**config.mk**
```make
export PLATFORM = sky130hd
export DESIGN_NAME = decode_scoreboard_flat
export DESIGN_NICKNAME = d
export VERILOG_FILES = /design/src/rtl/decode_scoreboard_if.sv /design/src/rtl/decode_scoreboard.sv /design/src/flat_wrapper.sv
export SDC_FILE = /design/constraint.sdc
export NUM_CORES = 1
export LEC_CHECK = 0
export CAP_MARGIN = 30
export CORE_MARGIN = 8
export CORE_UTILIZATION = 30
export DETAILED_ROUTE_END_ITERATION = 10
export PLACE_DENSITY = 0.53
export SLEW_MARGIN = 20
export SYNTH_ARGS = -nofsm -noshare
export SYNTH_HDL_FRONTEND = slang
export SYNTH_SLANG_ARGS = --single-unit
```
**constraint.sdc**
```tcl
create_clock -name clk -period 5.5 [get_ports clk]
set_input_delay 0.55 -clock clk [delete_from_list [all_inputs] [get_ports clk]]
set_output_delay 0.55 -clock clk [all_outputs]
set_load 0.01 [all_outputs]
```
**src/rtl/decode_scoreboard_if.sv**
```systemverilog
// Decode/fetch/writeback bundle for the decode-stage scoreboard.
// The master side drives decode and writeback fields; the slave side is the scoreboard.
interface decode_scoreboard_if;
  logic       dec_valid;
  logic [3:0] dec_ra;
  logic [3:0] dec_rb;
  logic [3:0] dec_rd;
  logic       dec_use_ra;
  logic       dec_use_rb;
  logic       dec_writes_rd;
  logic       dec_is_jump;
  logic [4:0] dec_jump_dest;
  logic       wb_valid;
  logic [3:0] wb_rd;
  logic       drain_req;
  logic       issue;
  logic       stall;
  logic       flush;
  logic       pc_load;
  logic [4:0] pc_target;
  logic [15:0] pending;
  logic [4:0] inflight;
  logic       drained;
  logic       err;

  modport master (
    output dec_valid, dec_ra, dec_rb, dec_rd, dec_use_ra, dec_use_rb,
           dec_writes_rd, dec_is_jump, dec_jump_dest, wb_valid, wb_rd, drain_req,
    input  issue, stall, flush, pc_load, pc_target, pending, inflight, drained, err
  );

  modport slave (
    input  dec_valid, dec_ra, dec_rb, dec_rd, dec_use_ra, dec_use_rb,
           dec_writes_rd, dec_is_jump, dec_jump_dest, wb_valid, wb_rd, drain_req,
    output issue, stall, flush, pc_load, pc_target, pending, inflight, drained, err
  );
endinterface

```
**src/rtl/decode_scoreboard.sv**
```systemverilog
// Decode-stage interlock: tracks in-flight register writes, issues or stalls each
// decoded instruction, and turns taken jumps into a PC load plus a timed flush.
module decode_scoreboard #(
  parameter int FLUSH_CYCLES = 1,
  parameter int R0_ZERO      = 0
) (
  input logic               clk,
  input logic               rst,
  decode_scoreboard_if.slave bus
);

  typedef enum logic {RUN = 1'b0, FLUSH = 1'b1} state_t;

  state_t      state_q, state_d;
  logic [2:0]  fcnt_q, fcnt_d;
  logic [15:0] pending_q, pending_d;
  logic [4:0]  inflight_q, inflight_d;
  logic        flush_q, flush_d;
  logic        pc_load_q, pc_load_d;
  logic [4:0]  pc_target_q, pc_target_d;
  logic        err_q, err_d;

  logic        hazard;
  logic        issue;
  logic        stall;
  logic        drained;
  logic        jump_go;
  logic [15:0] set_vec;
  logic [15:0] clr_vec;

  // r0 terms vanish entirely when r0 is hardwired to zero
  function automatic logic is_r0(input logic [3:0] addr);
    return (R0_ZERO != 0) && (addr == 4'd0);
  endfunction

  always_comb begin
    hazard = (bus.dec_use_ra    & pending_q[bus.dec_ra] & ~is_r0(bus.dec_ra))
           | (bus.dec_use_rb    & pending_q[bus.dec_rb] & ~is_r0(bus.dec_rb))
           | (bus.dec_writes_rd & pending_q[bus.dec_rd] & ~is_r0(bus.dec_rd));
  end

  // Output process: issue/stall/drained
  always_comb begin
    issue   = 1'b0;
    stall   = 1'b1;
    drained = 1'b0;
    if (!rst) begin
      if (state_q == RUN) begin
        issue   = bus.dec_valid & ~hazard & ~bus.drain_req;
        stall   = bus.dec_valid & ~issue;
        drained = bus.drain_req & (pending_q == 16'd0);
      end
    end
  end

  assign jump_go = issue & bus.dec_is_jump;

  // Next-state process
  always_comb begin
    state_d = state_q;
    fcnt_d  = fcnt_q;
    case (state_q)
      RUN: begin
        if (jump_go) begin
          state_d = FLUSH;
          fcnt_d  = 3'(FLUSH_CYCLES - 1);
        end
      end
      FLUSH: begin
        if (fcnt_q == 3'd0) state_d = RUN;
        else                fcnt_d  = fcnt_q - 3'd1;
      end
      default: state_d = RUN;
    endcase
  end

  always_comb begin
    set_vec = 16'd0;
    clr_vec = 16'd0;
    if (issue && bus.dec_writes_rd && !bus.dec_is_jump && !is_r0(bus.dec_rd))
      set_vec[bus.dec_rd] = 1'b1;
    if (bus.wb_valid)
      clr_vec[bus.wb_rd] = 1'b1;
    // Clear wins over a same-cycle set; that bit was necessarily idle, so err fires too
    pending_d = (pending_q | set_vec) & ~clr_vec;
    err_d     = err_q | (bus.wb_valid & ~pending_q[bus.wb_rd]);
    inflight_d = 5'd0;
    for (int i = 0; i < 16; i++)
      inflight_d = inflight_d + 5'(pending_d[i]);
    flush_d     = (state_d == FLUSH);
    pc_load_d   = jump_go;
    pc_target_d = jump_go ? bus.dec_jump_dest : pc_target_q;
  end

  // State register process
  always_ff @(posedge clk) begin
    if (rst) begin
      state_q     <= RUN;
      fcnt_q      <= 3'd0;
      pending_q   <= 16'd0;
      inflight_q  <= 5'd0;
      flush_q     <= 1'b0;
      pc_load_q   <= 1'b0;
      pc_target_q <= 5'd0;
      err_q       <= 1'b0;
    end else begin
      state_q     <= state_d;
      fcnt_q      <= fcnt_d;
      pending_q   <= pending_d;
      inflight_q  <= inflight_d;
      flush_q     <= flush_d;
      pc_load_q   <= pc_load_d;
      pc_target_q <= pc_target_d;
      err_q       <= err_d;
    end
  end

  assign bus.issue     = issue;
  assign bus.stall     = stall;
  assign bus.drained   = drained;
  assign bus.flush     = flush_q;
  assign bus.pc_load   = pc_load_q;
  assign bus.pc_target = pc_target_q;
  assign bus.pending   = pending_q;
  assign bus.inflight  = inflight_q;
  assign bus.err       = err_q;

endmodule
```
**src/flat_wrapper.sv**
```systemverilog
// flat-port wrapper written by rule: the top's interface ports become plain ports
module decode_scoreboard_flat 
#(
  parameter int FLUSH_CYCLES = 1,
  parameter int R0_ZERO      = 0
)
  (clk, rst, bus_dec_valid, bus_dec_ra, bus_dec_rb, bus_dec_rd, bus_dec_use_ra, bus_dec_use_rb, bus_dec_writes_rd, bus_dec_is_jump, bus_dec_jump_dest, bus_wb_valid, bus_wb_rd, bus_drain_req, bus_issue, bus_stall, bus_flush, bus_pc_load, bus_pc_target, bus_pending, bus_inflight, bus_drained, bus_err);
  decode_scoreboard_if bus_i ();
  input logic clk;
  input logic rst;
  input wire logic [$bits(bus_i.dec_valid)-1:0] bus_dec_valid;
  input wire logic [$bits(bus_i.dec_ra)-1:0] bus_dec_ra;
  input wire logic [$bits(bus_i.dec_rb)-1:0] bus_dec_rb;
  input wire logic [$bits(bus_i.dec_rd)-1:0] bus_dec_rd;
  input wire logic [$bits(bus_i.dec_use_ra)-1:0] bus_dec_use_ra;
  input wire logic [$bits(bus_i.dec_use_rb)-1:0] bus_dec_use_rb;
  input wire logic [$bits(bus_i.dec_writes_rd)-1:0] bus_dec_writes_rd;
  input wire logic [$bits(bus_i.dec_is_jump)-1:0] bus_dec_is_jump;
  input wire logic [$bits(bus_i.dec_jump_dest)-1:0] bus_dec_jump_dest;
  input wire logic [$bits(bus_i.wb_valid)-1:0] bus_wb_valid;
  input wire logic [$bits(bus_i.wb_rd)-1:0] bus_wb_rd;
  input wire logic [$bits(bus_i.drain_req)-1:0] bus_drain_req;
  output wire logic [$bits(bus_i.issue)-1:0] bus_issue;
  output wire logic [$bits(bus_i.stall)-1:0] bus_stall;
  output wire logic [$bits(bus_i.flush)-1:0] bus_flush;
  output wire logic [$bits(bus_i.pc_load)-1:0] bus_pc_load;
  output wire logic [$bits(bus_i.pc_target)-1:0] bus_pc_target;
  output wire logic [$bits(bus_i.pending)-1:0] bus_pending;
  output wire logic [$bits(bus_i.inflight)-1:0] bus_inflight;
  output wire logic [$bits(bus_i.drained)-1:0] bus_drained;
  output wire logic [$bits(bus_i.err)-1:0] bus_err;
  assign bus_i.dec_valid = bus_dec_valid;
  assign bus_i.dec_ra = bus_dec_ra;
  assign bus_i.dec_rb = bus_dec_rb;
  assign bus_i.dec_rd = bus_dec_rd;
  assign bus_i.dec_use_ra = bus_dec_use_ra;
  assign bus_i.dec_use_rb = bus_dec_use_rb;
  assign bus_i.dec_writes_rd = bus_dec_writes_rd;
  assign bus_i.dec_is_jump = bus_dec_is_jump;
  assign bus_i.dec_jump_dest = bus_dec_jump_dest;
  assign bus_i.wb_valid = bus_wb_valid;
  assign bus_i.wb_rd = bus_wb_rd;
  assign bus_i.drain_req = bus_drain_req;
  assign bus_issue = bus_i.issue;
  assign bus_stall = bus_i.stall;
  assign bus_flush = bus_i.flush;
  assign bus_pc_load = bus_i.pc_load;
  assign bus_pc_target = bus_i.pc_target;
  assign bus_pending = bus_i.pending;
  assign bus_inflight = bus_i.inflight;
  assign bus_drained = bus_i.drained;
  assign bus_err = bus_i.err;
  decode_scoreboard #(.FLUSH_CYCLES(FLUSH_CYCLES), .R0_ZERO(R0_ZERO)) u_core (.clk(clk), .rst(rst), .bus(bus_i));
endmodule
```
==> results of run 1 <==
## flip-flops by register name (all words and copies together) (netlist names)
signal / cells
u_core.bus.err: 1
u_core.bus.inflight: 5
u_core.bus.pc_load: 1
u_core.bus.pc_target: 5
u_core.bus.pending: 16
u_core.fcnt_q: 3
u_core.state_q: 1
## Yosys cell counts, types with 3 or more instances
cell type  instances  area (um^2)
fa_1              10        200.2
a211oi_2           5        62.56
o21ai_0            5        25.02
nand2_1            8        30.03
o211ai_1           3        22.52
dfxtp_1           32        640.6
mux4_2            14        315.3
buf_2              3        15.01
ha_1               7        87.58
a211oi_1           9        67.56
and2_1             4        25.02
nor2b_1            8        50.05
nand3_1            7        35.03
o22ai_1           10        62.56
nor2_1            15        56.30
nor4_1             6        37.54
nand2b_1           4        25.02
a21o_1             6        45.04
o2111ai_1          3        26.28
a31oi_1            4        25.02
a21oi_1           21        105.1
o32ai_1            4        35.03
inv_1             34        127.6
clkbuf_1           7        26.28
nand4_1            3        18.77
## worst register-to-register path: stages, from the launching register on
cell	delay [ns]
dfxtp_1	0.39
mux4_2	0.49
a31oi_1	0.20
nand4_1	0.17
nor4_4	0.36
nand4_4	0.21
a21oi_2	0.17
ha_1	0.24
inv_2	0.06
fa_1	0.41
fa_1	0.51
fa_1	0.44
fa_1	0.51
inv_1	0.05
fa_2	0.35
fa_2	0.36
a21oi_1	0.15
nor3b_1	0.06
## path summary, 6_finish.rpt
check,from,end,cells past startpoint
setup / recovery,bus_dec_valid,u_core.bus.inflight[4]$_SDFF_PP0_,18
hold / removal,u_core.bus.pc_target[0]$_SDFFE_PP0P_,u_core.bus.pc_target[0]$_SDFFE_PP0P_,2
setup reg to reg,u_core.bus.pending[0]$_SDFF_PP0_,u_core.bus.inflight[4]$_SDFF_PP0_,17
hold reg to reg,u_core.bus.pc_target[0]$_SDFFE_PP0P_,u_core.bus.pc_target[0]$_SDFFE_PP0P_,2
## layer usage
metal	share of wire [%]	up-vias	global-route usage (%)	wire, um
met3	5.2	20	2.579	465
met1	42	1259	19.83	3748
met5	0	-	0	0
met2	51	91	28.11	4626
met4	2.0	0	3.920	176
li1	-	1188	-	-
## power groups by stage
stage          logic, mW  clock network, mW  registers (mW)
2_1_floorplan     0.0436                  0           0.240
3_3_place_gp      0.0959                  0           0.240
3_5_place_dp      0.0953                  0           0.240
4_1_cts           0.0956              0.232           0.235
5_1_grt            0.104              0.241           0.235
6_report          0.0967              0.229           0.235
## metrics by stage
| step | utilization (%) | worst slack (ns) | setup TNS, ns | total power, mW |
|---|---|---|---|---|
| 2_1_floorplan | - | 0.03480 | 0 | 0.2841 |
| 3_3_place_gp | 43.23 | -0.6825 | -3.065 | 0.3359 |
| 3_5_place_dp | 43.23 | -0.6849 | -3.056 | 0.3353 |
| 4_1_cts | 44.99 | 0.01290 | 0 | 0.5622 |
| 5_1_grt | 45.33 | 0.01739 | 0 | 0.5801 |
| 6_report | 45.33 | 0.2362 | 0 | 0.5605 |
## what timing repair did
action                     CTS  global route
setup endpoints to repair    5             4
resized for setup           18            22
pin swaps                   13            19
buffers inserted             2             0
## layout by cell type (no fill, tap or decap), drive strengths merged, types with 3 or more instances in the layout
cell type and n:
a31oi 4, inv 34, mux4 14, o2111ai 3, clkdlybuf4s50 51, a21oi 21, buf 50, fa 10
nand2 8, nand4 5, o32ai 4, o21ai 5, nand3 9, ha 7, a211oi 14, nor2b 8
clkbuf 10, nor4 7, nor2 15, o211ai 4, and2 4, a21o 6, o22ai 10, dfxtp 32
nand2b 4, dlymetal6s2s 3
## cells by family after synthesis
group	share of synthesized area, %
compound gates	21.36
xor+xnor	0.7104
simple gates	18.32
fa+ha+maj	11.67
mux	14.05
flops	25.98
buf+inv	7.914
## final cells by class
type / instances / area [um^2]
well taps: 105 / 131.4
flip-flops and latches: 32 / 641.9
inverters: 34 / 127.6
fillers: 812 / 4424
clock inverters: 3 / 42.54
repair buffers: 110 / 964.7
clock buffers: 5 / 68.82
multi-input cells: 184 / 1692
==> impl_results.md, run 1 <==
- CTS max path bufs: 2
- Cell Int Power: slightly above 0.4 mW
- Register bit total from synthesis: 32
- Post-synth EDFFs: 0
- Crit end category: flop
- RSZ-0062 raised after global routing: false
- Clock Latency Late Sink: 0.29 ns
- Drt drc: 0
- DP Cell Count: 463
- Fin cells: ~470
- Global-route wire length before repair: 14.44 mm
- GR Util All Layers: roughly 16%
- Sequential Power Share: 41.8%
- Crit path max-delay cell type: fa_1
- Final Setup Violations: 0
- Die W: 106.7 um
- Mapped Area: about 2500 um^2
- Grt ovf: 0
- H-tree Lvls: 2
- Vias per Instance: 5.408
- Num rows: 33
- Antenna viol nets, final: 0
- Fin nets: 414
- Fmax: between 150 and 200 MHz
- CP max stage delay: around 0.5 ns
- Pwr dens: 152.8 nW/um^2
- Startpoint types: primary input
- Synth Area per Inst: roughly 9.4 um^2
- Iteration-0 DRC Markers: between 150 and 200
- Post-synth cell types: 49
- Clk network pwr share: 40.9%
- Final worst path period need: ~5.3 ns
- Root Buffer: clkbuf_8
- Setup Skew: 0.006519 ns
- Asr flop ratio synth: 0%
- Switch Pwr: 0.1451 mW
- Hold Path Class: flop to flop
- Register area share after synthesis: roughly 26%
- Worst path required time: between 5 and 6 ns
- Slew Viols, Final: 0
- DP Area: 3498 um^2
- Design Area, Final: 3669 um^2
- Drt first pass iters: 4
- Slew HR: 65.03%
- Switching share of total power: roughly 26%
- Critical path type: primary input to flop
- Most used cell, CP: fa_1
- Initial Utilization: 30.47%
- Clock transition at path regs: 0.07 ns
- Layout cells sized above 1: between 20% and 30%
- Post-CTS Hold Buffers: 0
- CP top delay family: adder cells
- CTS buffer count: 5
- Drt wl/cell: 19.06 um
- Leakage: 1.334 nW
- Status: finished clean
- Antenna violations before repair: 0
- Syn nets: 310
- Hpwl dp: 7.105 mm
- Synth Warn #: 0
- Power share of the combinational group: 17.2%
- Port buffer count: a little over 60
- Drt total wl: 9.016 mm
- Period utilization: a little over nine tenths
- Fin. Hold Viols: 0
- WP data arrival: 5.42 ns
- Die Ht: 106.7 um
- Die area: around 11000 um^2
- Core Region: between 8000 and 9000 um^2
- Slew @ Worst Pin: ~0.52 ns
- Maximum VDD drop: 0.00007669 V
- CTS sink cnt: 32
- CTS tree: built
- Final Hold Slack: roughly 0.48 ns
- R2R Setup Slk: 0.25 ns
- Critical Path, Cell by Cell: dlygate4sd2_1, or4b_4, a31oi_1, nand4_1, nor4_4, nand4_4, a21oi_2, ha_1, inv_2, fa_1, fa_1, fa_1, fa_1, inv_1, fa_2, fa_2, a21oi_1, nor3b_1
- GP Congestion: 0.8920
- Synth Instances: about 260
- Synthesis-to-layout area growth: 48.76%
- # diodes: 0
- Number of global-route vias before repair: roughly 2.6k
- Crit-path max FO: 4
- I/O pins: 62
- Largest net degree at the start of global routing: 34
- Max Cap Violations: 0
- Top FF cell, synth: dfxtp_1
- CP Buf/Inv Count: 3
- Vias: ~2.6k
Note: power is estimated with default switching activity, not from simulation.
==> run 2: changes to the inputs <==
--- a/config.mk
+++ b/config.mk
@@ -5,6 +5,7 @@
 export SDC_FILE = /design/constraint.sdc
 export NUM_CORES = 1
 export LEC_CHECK = 0
+export ABC_CLOCK_PERIOD_IN_PS = 5500
 export CAP_MARGIN = 30
 export CORE_MARGIN = 8
 export CORE_UTILIZATION = 30
==> results of run 2 <==
Same layout as run 1: the final DEF is identical, and so are final timing and power.
==> run 3: changes to the inputs <==
--- a/config.mk
+++ b/config.mk
@@ -9,8 +9,11 @@
 export CAP_MARGIN = 30
 export CORE_MARGIN = 8
 export CORE_UTILIZATION = 30
+export CTS_CLUSTER_DIAMETER = 30
 export DETAILED_ROUTE_END_ITERATION = 10
-export PLACE_DENSITY = 0.53
+export DONT_BUFFER_PORTS = 1
+export PLACE_DENSITY = 0.43
+export SKIP_LAST_GASP = 1
 export SLEW_MARGIN = 20
 export SYNTH_ARGS = -nofsm -noshare
 export SYNTH_HDL_FRONTEND = slang
==> run 3 against run 2 <==
Against the previous run:
- via count decreased by 17%
- first-iteration DRC count decreased by 38%
- design area decreased by 21%
- core utilization decreased by 9.4 points
- sequential share of layout area increased by 4.8 points
- global-route usage decreased by 1.8 points
- flip-flop and latch count unchanged
- critical endpoint is now u_core.bus.inflight[2]$_SDFF_PP0_
- largest cell class unchanged
- largest power group unchanged
==> impl_results.md, run 3 (synthesized netlist as in run 1, its figures left out) <==
- Most used cell, CP: fa_1 (unchanged)
- Fin cells: 392 (was 473)
- Slew @ Worst Pin: 0.5110 ns (was 0.5229 ns)
- Max Cap Violations: 0 (unchanged)
- Area of the multi-input gates: 1670 um^2 (was 1692 um^2)
- Most frequent cells in the layout: 33 x inv_1, 28 x buf_4, 27 x dfxtp_1 (was 51 x clkdlybuf4s50_1, 48 x buf_4, 33 x inv_1)
- Setup Skew: 0.01068 ns (was 0.006519 ns)
- Drt drc: 0 (unchanged)
- Slew Viols, Final: 0 (unchanged)
- Commonest non-fill, non-tap cell in the layout: inv_1 (was clkdlybuf4s50_1)
- Largest net degree at the start of global routing: 35 (was 34)
- Antenna viol nets, final: 0 (unchanged)
- Number of global-route vias before repair: 2183 (was 2598)
- Die Ht: 106.7 um (unchanged)
- Crit path max-delay cell type: fa_1 (unchanged)
- Layout cells sized above 1: 27.18% (was 27.99%)
- Vias: 2124 (was 2558)
- Slew HR: 65.70% (was 65.03%)
- Root Buffer: clkbuf_8 (unchanged)
- Fillcell total: 878 (was 812)
- Final worst path period need: 5.308 ns (was 5.264 ns)
- Synthesis-to-layout area growth: 17.91% (was 48.76%)
- Period utilization: 96.52% (was 95.71%)
- CTS tree: built (unchanged)
- Startpoint types: flop (was primary input)
- H-tree Lvls: 2 (unchanged)
- Design Area, Final: 2908 um^2 (was 3669 um^2)
- Final Setup Violations: 0 (unchanged)
- CTS max path bufs: 2 (unchanged)
- CP max stage delay: 0.51 ns (about the same)
- Initial Utilization: 30.47% (unchanged)
- Fin. Hold Viols: 0 (unchanged)
- Hpwl dp: 6.517 mm (was 7.105 mm)
- Fin nets: 333 (was 414)
- Hold Path Class: primary input to flop (was flop to flop)
- Reg area: 649.4 um^2 (was 641.9 um^2)
- # diodes: 0 (unchanged)
- DP Cell Count: 378 (was 463)
- GR Util All Layers: 14.17% (was 15.99%)
- Critical path type: flop to flop (was primary input to flop)
- Final Hold Slack: 0.3320 ns (was 0.4771 ns)
- Clock transition at path regs: 0.07 ns (about the same)
- Clock Latency Late Sink: 0.28 ns (was 0.29 ns)
- Drt wl/cell: 20.72 um (was 19.06 um)
- Maximum VDD drop: 0.00008379 V (was 0.00007669 V)
- Fin Setup TNS: 0 ns (unchanged)
- Antenna violations before repair: 0 (unchanged)
- Die area: 11380 um^2 (unchanged)
- RSZ-0062 raised after global routing: true (was false)
- Critical Path, Cell by Cell: mux4_2, nand4b_1, nand4_1, nor4_4, nand4_2, a21oi_2, ha_1, inv_2, fa_1, fa_1, fa_1, fa_1, inv_1, fa_2, fa_2, xnor2_1, nor2_1 (was dlygate4sd2_1, or4b_4, a31oi_1, nand4_1, nor4_4, nand4_4, a21oi_2, ha_1, inv_2, fa_1, fa_1, fa_1, fa_1, inv_1, fa_2, fa_2, a21oi_1, nor3b_1)
- I/O pins: 62 (unchanged)
- Core Region: 8093 um^2 (unchanged)
- Final Total Pwr: 0.5026 mW (was 0.5605 mW)
- Drt total wl: 8.122 mm (was 9.016 mm)
- Iteration-0 DRC Markers: 121 (was 195)
- WP data arrival: 5.48 ns (was 5.42 ns)
- Status: finished clean (unchanged)
- Global-route wire length before repair: 12.63 mm (was 14.44 mm)
- Num rows: 33 (unchanged)
- DP Area: 2708 um^2 (was 3498 um^2)
- GP Congestion: 0.8075 (was 0.8920)
- CTS buffer count: 5 (unchanged)
- Drt first pass iters: 4 (unchanged)
- Largest register FFs: 16 (unchanged)
- Vias per Instance: 5.418 (was 5.408)
- Crit-path max FO: 7 (was 4)
- Post-CTS Hold Buffers: 0 (unchanged)
- Fmax: 188.4 MHz (was 190.0 MHz)
- Die W: 106.7 um (unchanged)
- Pwr dens: 172.9 nW/um^2 (was 152.8 nW/um^2)
- Worst path required time: 5.68 ns (was 5.66 ns)
- Grt ovf: 0 (unchanged)
- Port buffer count: 0 (was 61)
- CTS sink cnt: 32 (unchanged)
- Leakage: 0.9960 nW (was 1.334 nW)
- Crit end category: flop (unchanged)
## run 3: power by group
group	internal, mW	total, mW	switching (mW)
Sequential	0.233	0.235	0.00241
Combinational	0.0195	0.0440	0.0245
Clock	0.134	0.223	0.0889
## run 3: final timing paths
kind | start | to | slack (ns) | depth (start not counted)
setup / recovery | u_core.bus.pending[4]$_SDFF_PP0_ | u_core.bus.inflight[2]$_SDFF_PP0_ | 0.19 | 17
hold / removal | rst | u_core.bus.pc_target[1]$_SDFFE_PP0P_ | 0.33 | 1
setup reg to reg | u_core.bus.pending[4]$_SDFF_PP0_ | u_core.bus.inflight[2]$_SDFF_PP0_ | 0.19 | 17
hold reg to reg | u_core.fcnt_q[1]$_SDFFE_PP0P_ | u_core.fcnt_q[1]$_SDFFE_PP0P_ | 0.49 | 2
## run 3: what timing repair did
item | CTS | global route
setup buffers | 0 | 6
setup endpoints to repair | 0 | 4
resized for setup | 0 | 15
## run 3: area by class of cell
cell class	count	share of cell area, %
Inverter	34	4.389
Timing Repair Buffer	29	7.616
Clock inverter	2	1.205
Clock buffer	6	2.496
Multi-Input combinational cell	184	57.44
Sequential cell	32	22.33
Tap cell	105	4.518
## run 3: per-layer routing
metal	track usage [%]	wire (um)
met1	16.65	3347
met2	23.49	4043
met3	5.099	627
met4	4.523	104
met5	0	0
## run 3: through the flow
step | utilization [%] | setup slack [ns]
6_report | 35.93 | 0.1916
3_5_place_dp | 33.46 | 0.02915
2_1_floorplan | - | 0.03480
3_3_place_gp | 33.46 | 0.04832
5_1_grt | 35.93 | -0.06739
4_1_cts | 34.79 | 0.1576
## run 3: critical path, delay by kind of cell, from the launching register on
family	cells	cell delay (ns)
and+or+nand+nor	5	0.89
buffers and inverters	2	0.12
xor gates and xnor gates	1	0.16
AOI/OAI and AO/OA	1	0.22
DFF	1	0.37
muxes	1	0.49
adders and majority gates	7	2.98
